<file path="config.mk">
export PLATFORM = sky130hd
export DESIGN_NAME = apb_master_bridge_flat
export DESIGN_NICKNAME = d
export VERILOG_FILES = /design/src/rtl/apb_master_bridge_if.sv /design/src/rtl/apb_master_bridge.sv /design/src/flat_wrapper.sv
export SDC_FILE = /design/constraint.sdc
export NUM_CORES = 1
export LEC_CHECK = 0
export BUFFER_PORTS_ARGS = -buffer_cell sky130_fd_sc_hd__buf_4
export CAP_MARGIN = 20
export CORE_MARGIN = 4
export CORE_UTILIZATION = 41
export DETAILED_ROUTE_END_ITERATION = 10
export GPL_TIMING_DRIVEN = 1
export PLACE_DENSITY = 0.8
export SYNTH_ARGS = -nofsm -noshare
export SYNTH_HDL_FRONTEND = slang
export SYNTH_SLANG_ARGS = --single-unit
</file>
<file path="constraint.sdc">
create_clock -name PCLK -period 3.7 [get_ports PCLK]
set_input_delay 1.11 -clock PCLK [delete_from_list [all_inputs] [get_ports PCLK]]
set_output_delay 1.11 -clock PCLK [all_outputs]
set_load 0.02 [all_outputs]
</file>
<file path="src/rtl/apb_master_bridge_if.sv">
// ---------------------------------------------------------------------------
// apb_master_bridge_if
// Bundles the request/response handshake and the APB3 master-side bus of
// apb_master_bridge into one interface.
//
// Parameters
//   DATA_WIDTH : width of write/read data
//   ADDR_WIDTH : width of the transfer address
//
// Signals
//   req_valid / req_ready / req_write / req_addr / req_wdata : request port
//   rsp_valid / rsp_rdata / rsp_err                         : response port
//   PADDR / PSEL / PENABLE / PWRITE / PWDATA                 : APB3 outputs
//   PREADY / PRDATA                                          : APB3 inputs
//
// Modports
//   master : bridge view (drives req_ready, rsp_*, PADDR..PWDATA)
//   slave  : environment view (drives req_*, PREADY, PRDATA)
// ---------------------------------------------------------------------------
interface apb_master_bridge_if #(
  parameter int unsigned DATA_WIDTH = 32,
  parameter int unsigned ADDR_WIDTH = 32
);
  logic                  req_valid;
  logic                  req_ready;
  logic                  req_write;
  logic [ADDR_WIDTH-1:0] req_addr;
  logic [DATA_WIDTH-1:0] req_wdata;

  logic                  rsp_valid;
  logic [DATA_WIDTH-1:0] rsp_rdata;
  logic                  rsp_err;

  logic [ADDR_WIDTH-1:0] PADDR;
  logic                  PSEL;
  logic                  PENABLE;
  logic                  PWRITE;
  logic [DATA_WIDTH-1:0] PWDATA;
  logic                  PREADY;
  logic [DATA_WIDTH-1:0] PRDATA;

  modport master (
    input  req_valid, req_write, req_addr, req_wdata, PREADY, PRDATA,
    output req_ready, rsp_valid, rsp_rdata, rsp_err,
    output PADDR, PSEL, PENABLE, PWRITE, PWDATA
  );

  modport slave (
    output req_valid, req_write, req_addr, req_wdata, PREADY, PRDATA,
    input  req_ready, rsp_valid, rsp_rdata, rsp_err,
    input  PADDR, PSEL, PENABLE, PWRITE, PWDATA
  );
endinterface

</file>
<file path="src/rtl/apb_master_bridge.sv">
// ---------------------------------------------------------------------------
// apb_master_bridge
// APB3 initiator: turns a valid/ready request into an APB3 SETUP/ACCESS
// transfer and returns a single-cycle response pulse when it completes.
//
// Ports
//   PCLK   : bus clock, all logic on the rising edge
//   PRESET : asynchronous, active-high reset
//   bus    : apb_master_bridge_if.master (request, response and APB3 bus)
//
// Configuration macro
//   APB_TIMEOUT_EN : when defined, an ACCESS phase that sees PREADY low for
//                    TIMEOUT_CYCLES cycles is aborted with rsp_err=1.
//                    When undefined, ACCESS waits forever and rsp_err=0.
// ---------------------------------------------------------------------------
module apb_master_bridge #(
  parameter int unsigned DATA_WIDTH     = 32,
  parameter int unsigned ADDR_WIDTH     = 32,
  parameter int unsigned TIMEOUT_CYCLES = 16
) (
  input logic                 PCLK,
  input logic                 PRESET,
  apb_master_bridge_if.master bus
);

  typedef enum logic [1:0] {
    S_IDLE   = 2'd0,
    S_SETUP  = 2'd1,
    S_ACCESS = 2'd2
  } state_e;

  state_e state_q, state_d;

  logic                  psel_q, psel_d;
  logic                  penable_q, penable_d;
  logic [ADDR_WIDTH-1:0] paddr_q, paddr_d;
  logic                  pwrite_q, pwrite_d;
  logic [DATA_WIDTH-1:0] pwdata_q, pwdata_d;
  logic                  rsp_valid_q, rsp_valid_d;
  logic                  rsp_err_q, rsp_err_d;
  logic [DATA_WIDTH-1:0] rsp_rdata_q, rsp_rdata_d;

  logic accept_s;
  logic done_s;
  logic timeout_s;

  // A zero limit is meaningless: every wait state would abort at once.
  if (TIMEOUT_CYCLES == 32'd0) begin : g_illegal_timeout_cycles
  end

  assign accept_s = (state_q == S_IDLE) && bus.req_valid;
  assign done_s   = (state_q == S_ACCESS) && bus.PREADY;

`ifdef APB_TIMEOUT_EN
  localparam int unsigned CNT_W = $clog2(TIMEOUT_CYCLES + 32'd1);

  logic [CNT_W-1:0] tmo_cnt_q, tmo_cnt_d;

  // The limit is hit on the wait cycle that would bring the count to
  // TIMEOUT_CYCLES; PREADY=1 in that cycle takes priority.
  assign timeout_s = (state_q == S_ACCESS) && !bus.PREADY &&
                     (tmo_cnt_q == CNT_W'(TIMEOUT_CYCLES - 32'd1));

  // Wait-state counter: zero outside ACCESS, so it is clear on ACCESS entry.
  always_comb begin
    tmo_cnt_d = tmo_cnt_q;
    if (state_q != S_ACCESS) begin
      tmo_cnt_d = '0;
    end else if (!bus.PREADY) begin
      tmo_cnt_d = tmo_cnt_q + CNT_W'(1'b1);
    end else begin
      tmo_cnt_d = tmo_cnt_q;
    end
  end

  // Wait-state counter register.
  always_ff @(posedge PCLK or posedge PRESET) begin
    if (PRESET) begin
      tmo_cnt_q <= '0;
    end else begin
      tmo_cnt_q <= tmo_cnt_d;
    end
  end
`else
  assign timeout_s = 1'b0;
`endif

  // State register.
  always_ff @(posedge PCLK or posedge PRESET) begin
    if (PRESET) begin
      state_q <= S_IDLE;
    end else begin
      state_q <= state_d;
    end
  end

  // Next-state decode.
  always_comb begin
    state_d = state_q;
    case (state_q)
      S_IDLE: begin
        if (bus.req_valid) begin
          state_d = S_SETUP;
        end else begin
          state_d = S_IDLE;
        end
      end
      S_SETUP: begin
        state_d = S_ACCESS;
      end
      S_ACCESS: begin
        if (bus.PREADY || timeout_s) begin
          state_d = S_IDLE;
        end else begin
          state_d = S_ACCESS;
        end
      end
      default: begin
        state_d = S_IDLE;
      end
    endcase
  end

  // Output decode: next values of the registered outputs follow the next state.
  always_comb begin
    psel_d      = (state_d == S_SETUP) || (state_d == S_ACCESS);
    penable_d   = (state_d == S_ACCESS);
    rsp_valid_d = (state_q == S_ACCESS) && (state_d == S_IDLE);
    // timeout_s already implies PREADY=0, so a PREADY win reports no error.
    rsp_err_d   = timeout_s;
    if (accept_s) begin
      paddr_d  = bus.req_addr;
      pwrite_d = bus.req_write;
      pwdata_d = bus.req_wdata;
    end else begin
      paddr_d  = paddr_q;
      pwrite_d = pwrite_q;
      pwdata_d = pwdata_q;
    end
    // Only a completed read updates the read-data holding register.
    if (done_s && !pwrite_q) begin
      rsp_rdata_d = bus.PRDATA;
    end else begin
      rsp_rdata_d = rsp_rdata_q;
    end
  end

  // Output registers.
  always_ff @(posedge PCLK or posedge PRESET) begin
    if (PRESET) begin
      psel_q      <= 1'b0;
      penable_q   <= 1'b0;
      paddr_q     <= '0;
      pwrite_q    <= 1'b0;
      pwdata_q    <= '0;
      rsp_valid_q <= 1'b0;
      rsp_err_q   <= 1'b0;
      rsp_rdata_q <= '0;
    end else begin
      psel_q      <= psel_d;
      penable_q   <= penable_d;
      paddr_q     <= paddr_d;
      pwrite_q    <= pwrite_d;
      pwdata_q    <= pwdata_d;
      rsp_valid_q <= rsp_valid_d;
      rsp_err_q   <= rsp_err_d;
      rsp_rdata_q <= rsp_rdata_d;
    end
  end

  assign bus.req_ready = (state_q == S_IDLE);
  assign bus.PSEL      = psel_q;
  assign bus.PENABLE   = penable_q;
  assign bus.PADDR     = paddr_q;
  assign bus.PWRITE    = pwrite_q;
  assign bus.PWDATA    = pwdata_q;
  assign bus.rsp_valid = rsp_valid_q;
  assign bus.rsp_err   = rsp_err_q;
  assign bus.rsp_rdata = rsp_rdata_q;

endmodule

</file>
<file path="src/flat_wrapper.sv">
// flat-port wrapper written by rule: the top's interface ports become plain ports
module apb_master_bridge_flat 
#(
  parameter int unsigned DATA_WIDTH     = 32,
  parameter int unsigned ADDR_WIDTH     = 32,
  parameter int unsigned TIMEOUT_CYCLES = 16
)
  (PCLK, PRESET, bus_req_valid, bus_req_write, bus_req_addr, bus_req_wdata, bus_PREADY, bus_PRDATA, bus_req_ready, bus_rsp_valid, bus_rsp_rdata, bus_rsp_err, bus_PADDR, bus_PSEL, bus_PENABLE, bus_PWRITE, bus_PWDATA);
  apb_master_bridge_if #(.DATA_WIDTH(DATA_WIDTH), .ADDR_WIDTH(ADDR_WIDTH)) bus_i ();
  input logic PCLK;
  input logic PRESET;
  input wire logic [$bits(bus_i.req_valid)-1:0] bus_req_valid;
  input wire logic [$bits(bus_i.req_write)-1:0] bus_req_write;
  input wire logic [$bits(bus_i.req_addr)-1:0] bus_req_addr;
  input wire logic [$bits(bus_i.req_wdata)-1:0] bus_req_wdata;
  input wire logic [$bits(bus_i.PREADY)-1:0] bus_PREADY;
  input wire logic [$bits(bus_i.PRDATA)-1:0] bus_PRDATA;
  output wire logic [$bits(bus_i.req_ready)-1:0] bus_req_ready;
  output wire logic [$bits(bus_i.rsp_valid)-1:0] bus_rsp_valid;
  output wire logic [$bits(bus_i.rsp_rdata)-1:0] bus_rsp_rdata;
  output wire logic [$bits(bus_i.rsp_err)-1:0] bus_rsp_err;
  output wire logic [$bits(bus_i.PADDR)-1:0] bus_PADDR;
  output wire logic [$bits(bus_i.PSEL)-1:0] bus_PSEL;
  output wire logic [$bits(bus_i.PENABLE)-1:0] bus_PENABLE;
  output wire logic [$bits(bus_i.PWRITE)-1:0] bus_PWRITE;
  output wire logic [$bits(bus_i.PWDATA)-1:0] bus_PWDATA;
  assign bus_i.req_valid = bus_req_valid;
  assign bus_i.req_write = bus_req_write;
  assign bus_i.req_addr = bus_req_addr;
  assign bus_i.req_wdata = bus_req_wdata;
  assign bus_i.PREADY = bus_PREADY;
  assign bus_i.PRDATA = bus_PRDATA;
  assign bus_req_ready = bus_i.req_ready;
  assign bus_rsp_valid = bus_i.rsp_valid;
  assign bus_rsp_rdata = bus_i.rsp_rdata;
  assign bus_rsp_err = bus_i.rsp_err;
  assign bus_PADDR = bus_i.PADDR;
  assign bus_PSEL = bus_i.PSEL;
  assign bus_PENABLE = bus_i.PENABLE;
  assign bus_PWRITE = bus_i.PWRITE;
  assign bus_PWDATA = bus_i.PWDATA;
  apb_master_bridge #(.DATA_WIDTH(DATA_WIDTH), .ADDR_WIDTH(ADDR_WIDTH), .TIMEOUT_CYCLES(TIMEOUT_CYCLES)) u_core (.PCLK(PCLK), .PRESET(PRESET), .bus(bus_i));
endmodule
</file>
==> qor.csv, run 1 <==
stage,metric,value,unit
outcome,status,finished clean,
floorplanning,Die Width,106,um
critical_path,R2R setup slack,1720,ps
critical_path,WP data required,3930,ps
final_layout,Final nets,532,
clock_network,Hold Buf Count CTS,0,
critical_path,reg2reg end,u_core.bus.rsp_rdata[29],
synth,Post-Syn Instances,223,
synth,Seq cells post-synth,102,
critical_path,CP Capture Type,register,
sta,Slew Limit Fails,0,
sta,Rel. slew slack,0.555,
critical_path,Worst Setup Start Kind,primary input,
clock_network,worst-case clock buffer depth,2,
synth,Netlist cell types,14,
floorplanning,IO Count,203,
place,GPL Wtd Cong,0.722,
critical_path,path depth of the worst reg2reg path,3,
synth,most common cell in the synthesized netlist,dfrtp_1,
floorplanning,core box area,9330,sq um
sta,final setup vio count,0,
sta,worst slew pin tran,668,ps
pwr,Clock Power Share,0.141,
critical_path,critical path arrival,2490,ps
global_route,largest net degree at the start of global routing,50,
floorplanning,effective utilization at floorplan,0.424,
pwr,leakage power,0.00283,uW
sta,final worst slack,1440,ps
drt,Vias/cell,4.59,
clock_network,H-tree depth,3,
clock_network,"Clk Latency, worst-skew pair",350,ps
drt,"antenna viol nets, final",0,
clock_network,Inserted Clock Buffers,9,
worst_hold_path,Worst Hold Launch,u_core.bus.PADDR[12],
clock_network,CTS tree,yes,
pwr,"IR drop worst, VDD",460,uV
sta,Worst Skew,10.4,ps
sta,Final min period,2260,ps
critical_path,critical-path maximum fanout,17,
final_layout,synthesis-to-finish area growth,47.5,%
synth,syn avg cell area,17.8,sq um
clock_network,Worst-path clk slew,100,ps
synth,fraction of registers with async set or reset after synthesis,1.00,
critical_path,r2r startpoint,u_core.state_q[0],
drt,Avg WL per Cell,16.7,um
synth,"top cells by area, synth","dfrtp_1 (64%), mux2_2 (19%), mux2_4 (11%)",
clock_network,cts repair resizes,0,
sta,Final TNS setup,0,ps
synth,largest area contributor in the netlist,dfrtp_1,
pwr,Gate power share,0.492,
pwr,Power Dens Cells,933,nW/um^2
global_route,total track usage,0.164,
clock_network,root buf cell,clkbuf_8,
drt,1st-iter DRT viols,70,
sta,final hold violation count,0,
worst_hold_path,Min-Delay Path Depth,1,
global_route,antenna violations before repair,0,
flow_run,max-cap violation count,0,
clock_network,Setup Buffers After CTS,0,
worst_hold_path,Hold Path End,u_core.bus.PADDR[12],
synth,Post-Syn Nets,326,
global_route,total gr overflow,0,
global_route,first-pass GRT wire length,14500,um
drt,drt pass-1 iters,4,
floorplanning,area of the die,11300,sq um
synth,Synth Flop Type,dfrtp_1,
sta,Max Fclk,0.443,GHz
synth,Yosys Warn Count,0,
floorplanning,FP Rows,35,
drt,WL final,9400,um
critical_path,crit path kind,in2reg,
pwr,sw power,1980,uW
clock_network,CTS Sinks,102,
floorplanning,Die Y,106,um
drt,DRC,0,
final_layout,# diodes,0,
synth,sequential cell area fraction in the yosys report,0.645,
drt,detailed-route via count,2581,
place,DP HPWL,7110,um
final_layout,layout cells sized above 1,0.746,
pwr,Pint,3470,uW
sta,Final period util,0.610,
worst_hold_path,Worst Hold Class,reg2reg,
synth,Synth top cells by count,"dfrtp_1 (102), mux2_2 (68), mux2_4 (30), buf_6 (6), buf_2 (4)",
pwr,sequential power share,0.367,
place,IO buf count,201,
synth,Post-synth EDFFs,0,
global_route,vias in the first global route,2793,
place,post-place setup slack,1070,ps
synth,Synth Cell Area,3960,sq um
sta,RSZ-0062 raised after global routing,false,
pwr,sw frac,0.364,
synth,top-area cell type share of the netlist area,0.645,
-- placed cells by master (no fill, tap or decap) --
| cell type | instances |
|---|---|
| clkbuf_8 | 10 |
| mux2_4 | 30 |
| dfrtp_1 | 102 |
| mux2_2 | 68 |
| inv_1 | 1 |
| nor3b_4 | 1 |
| and3b_1 | 1 |
| clkinvlp_4 | 3 |
| nor2_1 | 2 |
| clkinv_4 | 1 |
| and4bb_2 | 1 |
| conb_1 | 1 |
| buf_12 | 3 |
| ha_1 | 2 |
| mux2i_1 | 1 |
| buf_4 | 204 |
| bufinv_16 | 2 |
-- registers in the layout (all words and copies together) (netlist names) --
signal / cells
u_core.state_q: 2
u_core.bus.PADDR: 32
u_core.bus.PSEL: 1
u_core.bus.PWRITE: 1
u_core.bus.PWDATA: 32
u_core.bus.rsp_valid: 1
u_core.bus.rsp_rdata: 32
u_core.bus.PENABLE: 1
-- cells by family after synthesis --
group / share of synthesized area
AND/OR/NAND/NOR: 0.0104
adder cells (fa/ha/maj): 0.00632
flip-flops: 0.645
buffers and inverters: 0.0278
other: 0.000947
multiplexers: 0.310
-- metrics by stage --
step                hold WS (ps)  std cells  area, sq um  total power, uW  utilization
global placement             492        546         5600             4650        0.600
CTS                          519        561         5820             5520        0.624
detailed placement           495        546         5600             4740        0.600
finish                       516        562         5840             5450        0.626
floorplan                    608        223         3960             3550            -
global route                 529        562         5840             5750        0.626
-- power by group through the flow --
stage / logic, uW / clock network [uW] / registers (uW)
3_3_place_gp: 2660 / 0 / 1990
4_1_cts: 2730 / 789 / 2000
3_5_place_dp: 2720 / 0 / 2020
6_report: 2680 / 768 / 2000
5_1_grt: 2830 / 839 / 2070
2_1_floorplan: 877 / 0 / 2670
-- final cells by class --
type	count	area (sq um)
clock buffer	10	138
clock inverter	5	83.8
fill	711	3490
inverter	2	11.3
multi-input combinational	107	1300
sequential	102	2550
tap	129	161
timing repair buffer	207	1590
-- worst max path at each step --
stage	cells after the start	start	endpoint
4_1_cts	2	u_core.state_q[1]	bus_req_ready
3_3_place_gp	4	bus_PREADY	u_core.bus.rsp_rdata[30]
5_1_grt	4	bus_PREADY	u_core.bus.rsp_rdata[29]
3_5_place_dp	4	bus_PREADY	u_core.bus.rsp_rdata[29]
2_1_floorplan	1	PRESET	u_core.bus.PADDR[0]
6_report	4	bus_PREADY	u_core.bus.rsp_rdata[29]
-- routing by layer --
layer | wire [um] | track usage | vias up
li1 | - | - | 1184
met1 | 3670 | 0.193 | 1263
met2 | 4790 | 0.282 | 124
met3 | 851 | 0.0613 | 10
met4 | 94 | 0.0416 | 0
met5 | 0 | 0 | -
-- critical path, stage by stage --
cell	delay (ps)
buf_4	80
and4bb_2	670
buf_12	260
mux2_2	350
No activity file was read; power rests on OpenSTA's default activity.
==> inputs of run 2 (changes only) <==
Clock period 3.7 ns to 1.9 ns, I/O delays scaled along.
==> qor.csv, run 2 (synthesized netlist as in run 1, its figures left out) <==
stage,metric,value,unit,change
critical_path,Worst Setup Start Kind,register,,
floorplanning,effective utilization at floorplan,0.424,,unchanged
drt,DRC,0,,unchanged
final_layout,final non-filler cell area,5850,sq um,+0.13%
final_layout,most frequent cells in the layout,"buf_4 (201), dfrtp_1 (102), mux2_2 (68)",,
critical_path,critical path arrival,1110,ps,-1380 ps
pwr,sw frac,0.366,,+0.00178
pwr,Gate power share,0.504,,+0.012
outcome,status,finished clean,,
critical_path,r2r startpoint,u_core.state_q[1],,
drt,WL final,9160,um,-2.5%
clock_network,cts repair resizes,0,,unchanged
place,IO buf count,201,,unchanged
critical_path,WP data required,1330,ps,-2600 ps
sta,Max Fclk,0.597,GHz,
final_layout,# fillers,753,,+5.9%
pwr,sw power,3830,uW,+93%
critical_path,reg2reg end,u_core.bus.PADDR[25],,
clock_network,H-tree depth,3,,unchanged
floorplanning,area of the die,11300,sq um,unchanged
place,GPL Wtd Cong,0.711,,-1.6%
pwr,Pint,6640,uW,+91%
floorplanning,IO Count,203,,unchanged
sta,Worst Skew,10.3,ps,-0.144 ps
floorplanning,core box area,9330,sq um,unchanged
sta,Final period util,0.882,,
pwr,sequential power share,0.370,,+0.003
clock_network,Inserted Clock Buffers,9,,unchanged
sta,final setup vio count,0,,unchanged
global_route,vias in the first global route,2927,,+4.8%
pwr,Clock Power Share,0.126,,-0.015
floorplanning,Die Width,106,um,unchanged
pwr,leakage power,0.00283,uW,about the same
critical_path,path depth of the worst reg2reg path,3,,unchanged
clock_network,"Clk Latency, worst-skew pair",350,ps,about the same
clock_network,Setup Buffers After CTS,0,,unchanged
drt,detailed-route via count,2615,,+1.3%
final_layout,layout cells sized above 1,0.742,,-0.00402
drt,Avg WL per Cell,16.3,um,-2.7%
floorplanning,FP Rows,35,,unchanged
clock_network,Worst-path clk slew,90,ps,about the same
clock_network,worst-case clock buffer depth,2,,unchanged
global_route,first-pass GRT wire length,14500,um,-0.57%
critical_path,crit path kind,reg2out,,
place,post-place setup slack,145,ps,-924 ps
final_layout,"commonest non-fill, non-tap cell in the layout",buf_4,,
floorplanning,Die Y,106,um,unchanged
final_layout,synthesis-to-finish area growth,47.7,%,
sta,Final min period,1680,ps,
pwr,Power Dens Cells,1790,nW/um^2,+92%
final_layout,Layout Cells excl Fill,563,,+0.18%
place,placed cell count,547,,+0.18%
sta,final hold violation count,0,,unchanged
global_route,largest net degree at the start of global routing,54,,+8.0%
clock_network,CTS Sinks,102,,unchanged
clock_network,CTS tree,yes,,
global_route,total gr overflow,0,,unchanged
drt,drt pass-1 iters,4,,unchanged
clock_network,Hold Buf Count CTS,0,,unchanged
critical_path,critical-path maximum fanout,6,,-11
sta,Slew Limit Fails,0,,unchanged
critical_path,CP Capture Type,primary output,,
sta,Final TNS setup,0,ps,unchanged
drt,1st-iter DRT viols,71,,+1.4%
flow_run,max-cap violation count,0,,unchanged
drt,Vias/cell,4.64,,+1.1%
pwr,"IR drop worst, VDD",930,uV,+100%
global_route,antenna violations before repair,0,,unchanged
final_layout,# diodes,0,,unchanged
clock_network,root buf cell,clkbuf_8,,
sta,final worst slack,224,ps,-1220 ps
place,DP HPWL,7130,um,+0.23%
final_layout,Final nets,532,,unchanged
critical_path,R2R setup slack,300,ps,-1420 ps
sta,RSZ-0062 raised after global routing,false,,
worst_hold_path,Worst Hold Class,in2async,,
drt,"antenna viol nets, final",0,,unchanged
global_route,total track usage,0.164,,+0.000459
place,placed cell area,5660,sq um,+1.0%
run 2: changes by cell type in the layout (fill, tap and decap cells not counted):
cell | previous run | this run
clkinv_2 | 0 | 1
clkinv_4 | 1 | 2
buf_4 | 204 | 201
clkinvlp_4 | 3 | 2
bufinv_16 | 2 | 1
buf_12 | 3 | 6
clkbuf_8 | 10 | 9
clkbuf_1 | 0 | 2
run 2: power by group through the flow:
stage	Sequential [uW]	Clock [uW]	Combinational, uW
global route	4040	1460	5570
detailed placement	3930	0	5350
floorplan	5200	0	1710
finish	3870	1320	5270
CTS	3890	1370	5360
global placement	3860	0	5250
run 2: layer usage:
layer / vias up / share of wire / GRT usage
met2: 133 / 0.52 / 0.282
li1: 1192 / - / -
met4: 0 / 0.021 / 0.0574
met1: 1274 / 0.36 / 0.180
met5: - / 0 / 0
met3: 16 / 0.10 / 0.0729
run 2: worst max-delay path, cell delays in order (launching register included):
cell     delay [ps]
dfrtp_1         480
nor2_1          140
buf_4           150
run 2: metrics by stage:
step,hold WS [ps],power [uW],utilization
after detailed placement,493,9270,0.606
after CTS,318,10600,0.627
after global routing,307,11100,0.627
final,321,10500,0.627
after floorplan,608,6900,-
after global placement,490,9110,0.606
run 2: layout make-up:
class                           count  area (sq um)  share of cell area
Tap cell                          129           161              0.0276
Multi-Input combinational cell    107          1300               0.223
Clock inverter                      5          60.1              0.0103
Timing Repair Buffer              207          1630               0.279
Clock buffer                       11           131              0.0225
Sequential cell                   102          2550               0.436
Inverter                            2          11.3             0.00193
run 2: how the worst max path moves through the flow:
stage | startpoint | end | cells after the start | slack [ps]
6_report | u_core.state_q[1] | bus_req_ready | 2 | 220
5_1_grt | u_core.state_q[1] | bus_req_ready | 2 | 90
4_1_cts | u_core.state_q[1] | bus_req_ready | 2 | 190
3_5_place_dp | bus_req_valid | u_core.bus.PADDR[25] | 4 | 140
3_3_place_gp | bus_req_valid | u_core.bus.PWDATA[21] | 4 | 200
2_1_floorplan | PRESET | u_core.bus.PADDR[0] | 1 | 110
==> inputs of run 3 (changes only) <==
Settings changed: PLACE_DENSITY 0.8 to default, PLACE_DENSITY_LB_ADDON from default to 0.12, SKIP_LAST_GASP from default to 1, SLEW_MARGIN from default to 20.
==> qor.csv, run 3 (synthesized netlist as in run 1, its figures left out) <==
stage,metric,value,unit,change
sta,Final TNS setup,0,ps,unchanged
clock_network,Hold Buf Count CTS,0,,unchanged
floorplanning,Die Y,106,um,unchanged
drt,wire length on met3,884,um,-3.7%
critical_path,r2r startpoint,u_core.state_q[0],,
final_layout,Layout Cells excl Fill,561,,-0.36%
floorplanning,core box area,9330,sq um,unchanged
pwr,sw frac,0.356,,-0.00936
critical_path,Worst Setup Start Kind,register,,
sta,RSZ-0062 raised after global routing,false,,
drt,DRT met1 WL,3690,um,+11%
drt,met2 wire length,4380,um,-7.5%
final_layout,"commonest non-fill, non-tap cell in the layout",buf_4,,
critical_path,WP data required,1330,ps,about the same
place,IO buf count,201,,unchanged
final_layout,Final nets,530,,-0.38%
floorplanning,area of the die,11300,sq um,unchanged
clock_network,cts repair resizes,0,,unchanged
floorplanning,IO Count,203,,unchanged
critical_path,Critical-path top delay cell,dfrtp_1,,
critical_path,critical-path maximum fanout,6,,unchanged
floorplanning,effective utilization at floorplan,0.424,,unchanged
clock_network,"Clk Latency, worst-skew pair",350,ps,about the same
drt,highest routed layer,met4,,
sta,final setup vio count,0,,unchanged
final_layout,most frequent cells in the layout,"buf_4 (201), dfrtp_1 (102), mux2_2 (68)",,
final_layout,layout cells sized above 1,0.745,,+0.00343
pwr,"IR drop worst, VDD",1260,uV,+36%
pwr,sequential power share,0.360,,-0.010
pwr,Clock Power Share,0.151,,+0.025
sta,Rel. slew slack,0.649,,
pwr,leakage power,0.00284,uW,+0.53%
floorplanning,FP Rows,35,,unchanged
clock_network,worst-case clock buffer depth,2,,unchanged
global_route,vias in the first global route,2767,,-5.5%
sta,Final period util,0.892,,+0.00971
global_route,largest net degree at the start of global routing,103,,+91%
final_layout,synthesis-to-finish area growth,48.1,%,
critical_path,R2R setup slack,280,ps,-20 ps
clock_network,CTS Sinks,102,,unchanged
critical_path,critical path arrival,1120,ps,about the same
drt,detailed-route via count,2583,,-1.2%
clock_network,root buf cell,clkbuf_8,,
flow_run,max-cap violation count,0,,unchanged
worst_hold_path,Worst Hold Class,in2async,,
final_layout,# diodes,0,,unchanged
sta,Max Fclk,0.590,GHz,-1.1%
floorplanning,Die Width,106,um,unchanged
critical_path,crit path kind,reg2out,,
final_layout,final non-filler cell area,5860,sq um,+0.26%
global_route,total track usage,0.162,,-0.00226
drt,drt pass-1 iters,4,,unchanged
clock_network,H-tree depth,3,,unchanged
final_layout,# fillers,729,,-3.2%
place,placed cell count,545,,-0.37%
sta,Slew Limit Fails,0,,unchanged
outcome,status,finished clean,,
pwr,sw power,3830,uW,about the same
global_route,first-pass GRT wire length,14500,um,about the same
pwr,Power Dens Cells,1830,nW/um^2,+2.4%
pwr,Gate power share,0.489,,-0.015
sta,final hold violation count,0,,unchanged
drt,WL final,9170,um,+0.11%
critical_path,reg2reg end,u_core.bus.rsp_rdata[29],,
sta,Worst Skew,8.46,ps,-1.81 ps
global_route,antenna violations before repair,0,,unchanged
global_route,total gr overflow,0,,unchanged
clock_network,Inserted Clock Buffers,9,,unchanged
drt,DRC,0,,unchanged
sta,Final min period,1690,ps,+18.4 ps
drt,Vias/cell,4.60,,-0.87%
pwr,Pint,6920,uW,+4.2%
clock_network,CTS tree,yes,,
critical_path,worst-path cell chain,"nor2_1, buf_4",,
place,placed cell area,5620,sq um,-0.71%
sta,worst slew pin tran,527,ps,
drt,Avg WL per Cell,16.4,um,+0.47%
critical_path,max incr delay on CP,490,ps,about the same
clock_network,Worst-path clk slew,100,ps,about the same
place,GPL Wtd Cong,0.707,,-0.53%
drt,1st-iter DRT viols,68,,-4.2%
drt,"antenna viol nets, final",0,,unchanged
clock_network,Setup Buffers After CTS,0,,unchanged
place,DP HPWL,6830,um,-4.3%
critical_path,CP Capture Type,primary output,,
critical_path,path depth of the worst reg2reg path,3,,unchanged
[run 3: critical path, delay by kind of cell, from the launching register on]
family                 cells  cell delay, ps
buffers and inverters      1             150
and+or+nand+nor            1             140
DFF                        1             490
[run 3: how the worst max path moves through the flow]
stage / slack [ps] / endpoint / start
floorplan: 110 / u_core.bus.PADDR[0] / PRESET
global placement: 210 / u_core.bus.PWDATA[12] / bus_req_valid
detailed placement: 170 / u_core.bus.rsp_valid / bus_req_valid
CTS: 190 / bus_req_ready / u_core.state_q[1]
global route: 130 / bus_req_ready / u_core.state_q[1]
finish: 210 / bus_req_ready / u_core.state_q[1]
[run 3: stage by stage]
stage | util | hold WS (ps) | worst slack, ps | power [uW]
finish | 0.629 | 388 | 206 | 10700
global route | 0.629 | 418 | 127 | 11300
CTS | 0.629 | 397 | 186 | 10900
detailed placement | 0.602 | 493 | 169 | 9250
global placement | 0.602 | 492 | 212 | 9130
floorplan | - | 608 | 112 | 6900
[run 3: final cells by class]
type	count	area, sq um	area share
sequential	102	2550	0.435
tap	129	161	0.0275
timing repair buffer	205	1590	0.271
clock inverter	6	109	0.0186
multi-input combinational	107	1300	0.222
clock buffer	10	138	0.0235
inverter	2	11.3	0.00192
[run 3: metal layers]
metal	vias up	global-route usage
met5	-	0
met4	0	0.0657
met3	17	0.0595
met2	124	0.255
met1	1259	0.202
li1	1183	-
[run 3: power groups by stage]
stage                     clock (uW)  sequential, uW  combinational (uW)
after CTS                       1680            3880                5340
after detailed placement           0            3920                5330
after global placement             0            3870                5260
final                           1620            3870                5260
after floorplan                    0            5200                1710
after global routing            1760            4030                5550
